--- src/rtl/uart_pkg.sv ---
// uart_pkg: shared types and constants for the UART transmit/receive blocks.
//   uart_tx_state_t            - transmit frame FSM state encoding
//   UART_DEFAULT_CLKS_PER_BIT  - 100 MHz system clock / 115200 baud
//   UART_DATA_BITS             - data bits per frame
package uart_pkg;

  typedef enum logic [2:0] {
    IDLE,
    START,
    DATA,
    PARITY,
    STOP
  } uart_tx_state_t;

  localparam int UART_DEFAULT_CLKS_PER_BIT = 868;
  localparam int UART_DATA_BITS            = 8;

endpackage

--- src/rtl/uart_baud_gen.sv ---
// uart_baud_gen: bit-period timer shared by the UART TX and RX sides.
// Ports:
//   clk       in   system clock, rising edge
//   rst_n     in   synchronous active-low reset
//   enable    in   count while high, hold while low
//   clear     in   synchronous restart of the bit period (wins over enable)
//   bit_tick  out  high in the last cycle of each bit period
module uart_baud_gen
  import uart_pkg::*;
#(
  parameter int CLKS_PER_BIT = UART_DEFAULT_CLKS_PER_BIT
) (
  input  logic clk,
  input  logic rst_n,
  input  logic enable,
  input  logic clear,
  output logic bit_tick
);

  localparam int               CNT_W   = $clog2(CLKS_PER_BIT);
  localparam logic [CNT_W-1:0] CNT_MAX = CNT_W'(CLKS_PER_BIT - 1);

  logic [CNT_W-1:0] count;

  // The tick is gated by enable so a parked counter never signals a period end.
  assign bit_tick = enable && (count == CNT_MAX);

  always_ff @(posedge clk) begin
    if (!rst_n) begin
      count <= '0;
    end else if (clear) begin
      count <= '0;
    end else if (enable) begin
      count <= bit_tick ? '0 : count + 1'b1;
    end
  end

endmodule

--- src/rtl/uart_tx.sv ---
// uart_tx: 8-bit LSB-first UART transmit serializer with optional even parity
// and one or two stop bits.
// Ports:
//   clk       in   system clock, rising edge
//   rst_n     in   synchronous active-low reset (aborts any frame in flight)
//   tx_data   in   byte to send, sampled only in the accept cycle
//   tx_valid  in   byte offer, may be a single-cycle pulse
//   tx_ready  out  combinational: idle and no byte currently offered
//   txd       out  registered serial line, idle high
//   tx_busy   out  registered, high while a frame is in progress
module uart_tx
  import uart_pkg::*;
#(
  parameter int CLKS_PER_BIT = UART_DEFAULT_CLKS_PER_BIT,
  parameter int PARITY_EN    = 0,
  parameter int STOP_BITS    = 1
) (
  input  logic                      clk,
  input  logic                      rst_n,
  input  logic [UART_DATA_BITS-1:0] tx_data,
  input  logic                      tx_valid,
  output logic                      tx_ready,
  output logic                      txd,
  output logic                      tx_busy
);

  localparam logic [2:0] LAST_BIT = 3'(UART_DATA_BITS - 1);

  uart_tx_state_t            state, state_nxt;
  logic [UART_DATA_BITS-1:0] shift_reg, shift_nxt;
  logic [2:0]                bit_cnt, bit_cnt_nxt;
  logic                      stop_cnt, stop_cnt_nxt;
  logic                      parity_bit, parity_nxt;
  logic                      txd_nxt;
  logic                      accept;
  logic                      bit_tick;

  // Ready drops in the same cycle a byte is offered so a registered upstream
  // stage never pops a second byte against a stale ready.
  assign tx_ready = (state == IDLE) && !tx_valid;
  assign accept   = (state == IDLE) && tx_valid;

  uart_baud_gen #(
    .CLKS_PER_BIT (CLKS_PER_BIT)
  ) u_baud (
    .clk      (clk),
    .rst_n    (rst_n),
    .enable   (state != IDLE),
    .clear    (accept),
    .bit_tick (bit_tick)
  );

  always_comb begin
    state_nxt    = state;
    shift_nxt    = shift_reg;
    bit_cnt_nxt  = bit_cnt;
    stop_cnt_nxt = stop_cnt;
    parity_nxt   = parity_bit;

    case (state)
      IDLE: begin
        if (tx_valid) begin
          shift_nxt    = tx_data;
          parity_nxt   = ^tx_data;
          bit_cnt_nxt  = '0;
          stop_cnt_nxt = 1'b0;
          state_nxt    = START;
        end
      end
      START: begin
        if (bit_tick) state_nxt = DATA;
      end
      DATA: begin
        if (bit_tick) begin
          shift_nxt = {1'b0, shift_reg[UART_DATA_BITS-1:1]};
          if (bit_cnt == LAST_BIT) begin
            bit_cnt_nxt = '0;
            state_nxt   = (PARITY_EN != 0) ? PARITY : STOP;
          end else begin
            bit_cnt_nxt = bit_cnt + 3'd1;
          end
        end
      end
      PARITY: begin
        if (bit_tick) state_nxt = STOP;
      end
      STOP: begin
        if (bit_tick) begin
          if ((STOP_BITS == 2) && !stop_cnt) begin
            stop_cnt_nxt = 1'b1;
          end else begin
            stop_cnt_nxt = 1'b0;
            state_nxt    = IDLE;
          end
        end
      end
      default: state_nxt = IDLE;
    endcase

    // The line level is derived from the next state so the registered pin
    // changes on the same edge as the state, one edge after the accept cycle.
    case (state_nxt)
      START:   txd_nxt = 1'b0;
      DATA:    txd_nxt = shift_nxt[0];
      PARITY:  txd_nxt = parity_nxt;
      default: txd_nxt = 1'b1;
    endcase
  end

  always_ff @(posedge clk) begin
    if (!rst_n) begin
      state      <= IDLE;
      shift_reg  <= '0;
      bit_cnt    <= '0;
      stop_cnt   <= 1'b0;
      parity_bit <= 1'b0;
      txd        <= 1'b1;
      tx_busy    <= 1'b0;
    end else begin
      state      <= state_nxt;
      shift_reg  <= shift_nxt;
      bit_cnt    <= bit_cnt_nxt;
      stop_cnt   <= stop_cnt_nxt;
      parity_bit <= parity_nxt;
      txd        <= txd_nxt;
      tx_busy    <= (state_nxt != IDLE);
    end
  end

endmodule

--- config.mk ---
export PLATFORM = sky130hd
export DESIGN_NAME = uart_tx
export DESIGN_NICKNAME = d
export VERILOG_FILES = /design/src/rtl/uart_pkg.sv /design/src/rtl/uart_baud_gen.sv /design/src/rtl/uart_tx.sv
export SDC_FILE = /design/constraint.sdc
export NUM_CORES = 1
export LEC_CHECK = 0
export CELL_PAD_IN_SITES_DETAIL_PLACEMENT = 1
export CELL_PAD_IN_SITES_GLOBAL_PLACEMENT = 1
export CORE_MARGIN = 1.5
export CORE_UTILIZATION = 40
export DETAILED_ROUTE_END_ITERATION = 7
export PLACE_DENSITY_LB_ADDON = 0.12
export SLEW_MARGIN = 20
export SYNTH_ARGS = -nofsm -noshare
export SYNTH_HDL_FRONTEND = slang
export SYNTH_SLANG_ARGS = --single-unit
--- constraint.sdc ---
create_clock -name clk -period 2.7 [get_ports clk]
set_input_delay 0.405 -clock clk [delete_from_list [all_inputs] [get_ports clk]]
set_output_delay 0.405 -clock clk [all_outputs]
set_load 0.01 [all_outputs]
=== Word level (Yosys, flattened, before mapping) ===
Cells that the tools add are included.

* Reductions and logical operators: 11
* Mux-type cells: 18
* Bitwise gates (word level): 1
* Equal/unequal tests: 11
* Add/sub/neg operators: 2

{| class="wikitable"
|+ Operators by type and width
! cell !! count
|-
| two-way mux 3 bit || 9
|-
| two-way mux 8 bit || 2
|-
| one-hot mux 8 bit (2 select lines) || 1
|-
| one-hot mux 3 bit (5 select lines) || 1
|-
| == test 3 x 2 -> 1 bit, second input constant || 4
|-
| adder 10 x 1 -> 10 bit, second input constant || 1
|-
| == test 10 bit, second input constant || 1
|-
| two-way mux 10 bit || 1
|-
| XOR reduction 8 bit || 1
|-
| == test 3 x 1 -> 1 bit, second input constant || 2
|-
| == test 3 bit, second input constant || 2
|-
| one-hot mux 3 bit (2 select lines) || 1
|-
| nonzero test 3 bit || 2
|-
| adder 3 x 1 -> 3 bit, second input constant || 1
|-
| logical AND 1 bit || 3
|-
| zero test 3 bit || 1
|-
| one-hot mux 1 bit (3 select lines) || 1
|-
| AND reduction 3 bit || 1
|-
| two-way mux 1 bit || 2
|-
| != test 2 x 1 -> 1 bit, second input constant || 1
|-
| != test 2 bit, second input constant || 1
|-
| nonzero test 2 bit || 1
|-
| OR reduction 2 bit || 1
|-
| zero test 1 bit || 1
|-
| inverter 1 bit || 1
|}

* Input port bits: 11
* Word-level logic and storage cells: 51
* Output and inout bits: 3
* Bits in registers: 27

=== Logic depth before layout (Yosys ltp) ===
Gate-level depths: netlist of the first run.

* Word-level depth: 6
* Depth in mapped cells: 7
* Mapped depth without buffers: 7

=== By module ===
A second synthesis of the first run with hierarchy kept.

* Cell total of the unflattened synthesis: 152
* Area, all modules: 1423.9 um^2

{| class="wikitable"
|+ By module, submodules not included
! module !! instances !! cells each !! area an instance (um^2) !! sequential area each (um^2)
|-
| uart_tx || 1 || 91 || 870.8 || 340.3
|-
| uart_baud_gen || 1 || 61 || 553.0 || 200.2
|}

=== Worst setup path before layout of the first run ===
No wires, ideal clock.

* Path kind: reg2reg
* Start: register u_baud.count[2]
* End: register bit_cnt[0]
* Path buffers: 0
* Cell stages (with the launch flop): 6
* Slack: 728 ps
* Library setup time: 70 ps
* Period minus slack after synthesis: 1972 ps
* Arrival: 1902 ps
* Path through: dfxtp_1 or4_4 nor4_4 nor2_2 or4_1 a21boi_1

* Word-level cells in the longest chain between the ends: 4

{| class="wikitable"
|+ RTL lines
! item !! line !! RTL
|-
| from (decl) || uart_baud_gen.sv:23 || <nowiki>logic [CNT_W-1:0] count;</nowiki>
|-
| from (signal assigned) || uart_baud_gen.sv:34 || <nowiki>count <= bit_tick ? '0 : count + 1'b1;</nowiki>
|-
| == test 10 bit || uart_baud_gen.sv:26 || <nowiki>assign bit_tick = enable && (count == CNT_MAX);</nowiki>
|-
| logical AND 1 bit || uart_baud_gen.sv:26 ||
|-
| != test 2 x 1 -> 1 bit (no source line) || - ||
|-
| AND reduction 3 bit (no source line) || - ||
|-
| to (signal assigned) || uart_tx.sv:122 || <nowiki>bit_cnt <= bit_cnt_nxt;</nowiki>
|-
| to (decl) || uart_tx.sv:31 || <nowiki>logic [2:0] bit_cnt, bit_cnt_nxt;</nowiki>
|}

No other way between the ends.
A chain may end at the register's enable or synchronous reset.

=== Worst setup path after layout of the first run ===
* Start: register state[0]
* End: output tx_ready

* Word-level cells in the longest chain between the ends: 2

{| class="wikitable"
|+ RTL lines
! item !! line !! RTL
|-
| from (decl) || uart_tx.sv:29 || <nowiki>uart_tx_state_t state, state_nxt;</nowiki>
|-
| from (signal assigned) || uart_tx.sv:120 || <nowiki>state <= state_nxt;</nowiki>
|-
| zero test 3 bit || uart_tx.sv:40 || <nowiki>assign tx_ready = (state == IDLE) && !tx_valid;</nowiki>
|-
| logical AND 1 bit || uart_tx.sv:40 ||
|-
| to (decl) || uart_tx.sv:22 || <nowiki>output logic tx_ready,</nowiki>
|}

No other way between the ends.

==> results of run 1 <==
-- routing by layer --
| metal | wire [um] | GRT usage |
|---|---|---|
| met5 | 0 | 0 |
| met4 | 24 | 0.0466 |
| met3 | 82 | 0.0448 |
| met2 | 1430 | 0.327 |
| met1 | 1540 | 0.260 |
-- area by class of cell --
| cell class | count | area, um2 |
|---|---|---|
| Fill cell | 405 | 1560 |
| Multi-Input combinational cell | 111 | 752 |
| Tap cell | 44 | 55.1 |
| Inverter | 3 | 11.3 |
| Clock inverter | 1 | 5.00 |
| Sequential cell | 27 | 541 |
| Timing Repair Buffer | 16 | 153 |
| Clock buffer | 3 | 22.5 |
-- layout by cell type (no fill, tap or decap), types with 2 or more instances in the layout --
master / count
a22oi_1: 8
inv_1: 3
buf_4: 3
a21boi_0: 7
or3_1: 2
o21ai_0: 2
o21a_1: 2
nor2_1: 13
dfxtp_1: 27
clkdlybuf4s50_1: 13
ha_1: 3
nor3_1: 4
a21boi_1: 2
a31oi_1: 2
xnor2_1: 7
nand3b_1: 3
nand3_1: 4
clkbuf_4: 3
nand4_1: 4
nand2_1: 15
xor2_1: 8
nor2b_1: 7
-- path summary, 6_finish.rpt --
| kind | slack [ps] | end | cells after the start |
|---|---|---|---|
| min | 470 | bit_cnt[1] | 2 |
| min reg2reg | 470 | bit_cnt[1] | 2 |
| max | 290 | tx_ready | 3 |
| max reg2reg | 340 | bit_cnt[0] | 5 |
-- power breakdown --
| part | leakage (nW) | switching (mW) | internal, mW |
|---|---|---|---|
| sequential | 0.220 | 0.0118 | 0.414 |
| clock | 0.0177 | 0.118 | 0.0556 |
| combinational | 0.284 | 0.0498 | 0.0549 |
-- worst max-delay path, delay by kind of cell (launching register included) --
family / cells / cell delay [ps]
and+or+nand+nor: 2 / 660
buffers and inverters: 1 / 560
DFF: 1 / 470
-- logic make-up (layout without fill, tap and decap cells) --
family | Yosys count | after routing | synth area share
AOI/OAI and AO/OA | 27 | 27 | 0.151
buffers and inverters | 9 | 23 | 0.0273
adders and majority gates | 3 | 3 | 0.0283
and+or+nand+nor | 65 | 65 | 0.281
DFF | 27 | 27 | 0.407
muxes | 1 | 1 | 0.00753
xor gates and xnor gates | 15 | 15 | 0.0989
-- per-stage QoR --
step	cells	worst slack, ps
floorplan	147	728
global placement	201	487
detailed placement	201	392
CTS	205	276
global route	205	189
finish	205	294
==> results.cfg, run 1 <==
[status]
outcome = finished, final reports clean

[pwr]
p_leak_nw = 0.522
powerDensity_nw_per_um2 = 457
ir_worst_vdd_mv = 0.337
p_total_mw = 0.704

[route]
dr_total_vias = 1095
wl_per_cell_um = 15.0
ant_nets = 0
firstDrtPassIters = 4
drtIter0Drc = 34
via_per_inst = 5.34
wl_um = 3080
route.detailed.drc = 0

[place]
portBuffers = 13
place_congestion = 0.778
dp_hpwl_um = 2360
placed_cell_area_um2 = 1510

[clock_network]
cts_inserted_buffers = 3
clkLatencyLatePin_ps = 330
cts_hold_buf = 0
cts-root-buf = clkbuf_4
htree_levels = 1
cts_setup_buffers = 0
cts_sinks = 27
clock_path_buffers = 2
post_cts_resized = 0
cts.clk_slew.worst_paths_ps = 150
cts_tree = done

[critical_path]
worst_ep_required_time_ps = 2300
worst_ep_arrival_time_ps = 2000
path_class = reg -> out
startpoint_type = flop
slowest_stage = clkdlybuf4s50_1
path_cells = or3_1 > nor2_1 > clkdlybuf4s50_1
crit_path_max_fanout = 12
cpPeakStageDelay_ps = 560
end_kind = output port
r2r-start = u_baud.count[2]
crit_start = state[0]

[synth]
yosysWarnings = 0
syn_nets = 161
synth_area_leaders = dfxtp_1, xor2_1, xnor2_1
synth_commonest_cells = dfxtp_1, nand2_1, nor2_1
synthFlopType = dfxtp_1
ys_types = 39
synth_edf_count = 0
synth_seq_cells = 27
yosysMostFrequentCell = dfxtp_1
synthCells = 147
yosysTopAreaCell = dfxtp_1
async_flop_share = 0
avgSynthCellArea_um2 = 9.04
syn_area_um2 = 1330
synth_seq_area_share = 0.407
yosys.area.top_type_share = 0.407

[cells_and_area]
area_growth_pct = 15.8
final_util = 0.496
largest_reg_flops = 10
drive_above_1_share = 0.0745
diodes = 0
final_area_um2 = 1540
fin_nets = 176

[sta]
fin_crit_ps = 2410
finalHoldWorstSlack_ps = 471
rsz0062_at_grt = no
finalMaxSlewViolations = 0
finalClockSkew_ps = 8.30
maxSlewHeadroom = 0.619
fin_crit_sh = 0.891
setup_viol = 0
hold_viol = 0
fin_tns_setup_ps = 0
fmax_mhz = 416
worstMarginPinSlew_ps = 567

[global_route]
grt_antenna_before_repair = 0
grt_remaining_overflow = 0
grt_pass1_wl_um = 5350
grt_pass1_vias = 1128
grt_usage = 0.197
grt_max_degree = 16

[min_path]
hold_path.class = reg -> reg
min_from = bit_cnt[1]

[job]
cap_violations = 0

[floorplanning]
core-area_um2 = 3100
num_rows = 20
io_pins = 14
chipWidth_um = 60.6
fp.dieH_um = 60.6
die-area_um2 = 3680
initial_utilization = 0.428
(Power assumes the default switching activity.)
==> run 2: changes to the inputs <==
REMOVE_ABC_BUFFERS = 1   (was unset)
==> results.cfg, run 2 (synthesis gave the netlist of run 1 again) <==
[floorplanning]
initial_utilization = 0.428
core-area_um2 = 3100
num_rows = 20
io_pins = 14
die-area_um2 = 3680
fp.dieH_um = 60.6
chipWidth_um = 60.6

[cells_and_area]
area_growth_pct = 15.7
final_common_cell = dfxtp_1
drive_above_1_share = 0.0683
final_area_um2 = 1540
nFillCells = 393
final_util = 0.496
layout_common_cells = dfxtp_1, nand2_1, nor2_1, clkdlybuf4s50_1
largest_reg_flops = 10
instances_no_fill = 205
diodes = 0
fin_nets = 176

[critical_path]
path_cells = or3_1 > nor2_1 > clkdlybuf4s50_1
end_kind = output port
worst-path-buf-inv = 1
crit_path_max_fanout = 12
slowest_stage = clkdlybuf4s50_1
cpPeakStageDelay_ps = 550
worst_ep_arrival_time_ps = 1980
startpoint_type = flop
path_class = reg -> out
cp_top_family = simple AND/OR/NAND/NOR gates
worst_ep_required_time_ps = 2300

[pwr]
p_total_mw = 0.699
p_leak_nw = 0.519
powerDensity_nw_per_um2 = 454
ir_worst_vdd_mv = 0.201

[sta]
fin_tns_setup_ps = 0
fin_crit_sh = 0.882
finalClockSkew_ps = 3.92
setup_viol = 0
finalMaxSlewViolations = 0
fin_crit_ps = 2380
maxSlewHeadroom = 0.687
hold_viol = 0
worstMarginPinSlew_ps = 465
finalHoldWorstSlack_ps = 477
fin_ws_ps = 319
fmax_mhz = 420
rsz0062_at_grt = no

[min_path]
hold_path.class = reg -> reg

[clock_network]
cts_setup_buffers = 0
cts_sinks = 27
clock_path_buffers = 2
clkLatencyLatePin_ps = 320
cts_tree = done
htree_levels = 1
cts_hold_buf = 0
cts.clk_slew.worst_paths_ps = 140
cts_inserted_buffers = 3
cts-root-buf = clkbuf_4
post_cts_resized = 0

[place]
dp_hpwl_um = 2190
place_congestion = 0.765
dp.cells = 201
placed_cell_area_um2 = 1510
portBuffers = 13
dp_slack_ps = 438

[route]
wl_um = 2850
route.detailed.drc = 0
dr_total_vias = 1058
drtIter0Drc = 35
wl_per_cell_um = 13.9
ant_nets = 0
firstDrtPassIters = 4
via_per_inst = 5.16

[global_route]
grt_antenna_before_repair = 0
grt_pass1_wl_um = 4820
grt_usage = 0.175
grt_max_degree = 21
grt_remaining_overflow = 0
grt_pass1_vias = 1050

[status]
outcome = finished, final reports clean

[job]
cap_violations = 0
-- run 2: cell types whose count changed in the layout (fill, tap and decap cells not counted), sizes merged --
cell / previous run / this run
clkbuf: 3 / 4
clkinv: 1 / 0
-- run 2: path summary, 6_finish.rpt --
| check | slack (ps) | cells past startpoint | start | end |
|---|---|---|---|---|
| min reg2reg | 480 | 2 | bit_cnt[1] | bit_cnt[1] |
| max | 320 | 3 | state[0] | tx_ready |
| max reg2reg | 400 | 5 | u_baud.count[2] | bit_cnt[0] |
| min | 480 | 2 | bit_cnt[1] | bit_cnt[1] |
-- run 2: power by group --
group,internal (mW),leakage [nW],switching (mW),total [mW]
sequential,0.414,0.220,0.0105,0.424
combinational,0.0551,0.284,0.0479,0.103
clock,0.0577,0.0150,0.114,0.171
-- run 2: layout make-up --
type                    instances  area [um2]  share of cell area
well taps                      44        55.1              0.0358
multi-input cells             111         752               0.489
clock buffers                   4        26.3              0.0171
flip-flops and latches         27         541               0.352
repair buffers                 16         153              0.0993
inverters                       3        11.3             0.00732
-- run 2: layer usage --
layer	vias up	wire, um	track usage
li1	547	-	-
met1	498	1460	0.253
met2	11	1330	0.273
met3	2	45	0.0256
met4	0	13	0.0466
met5	-	0	0
-- run 2: worst min-delay path: stages, from the launching register on --
cell      delay [ps]
dfxtp_1          340
nand2_1           50
a21boi_1          50
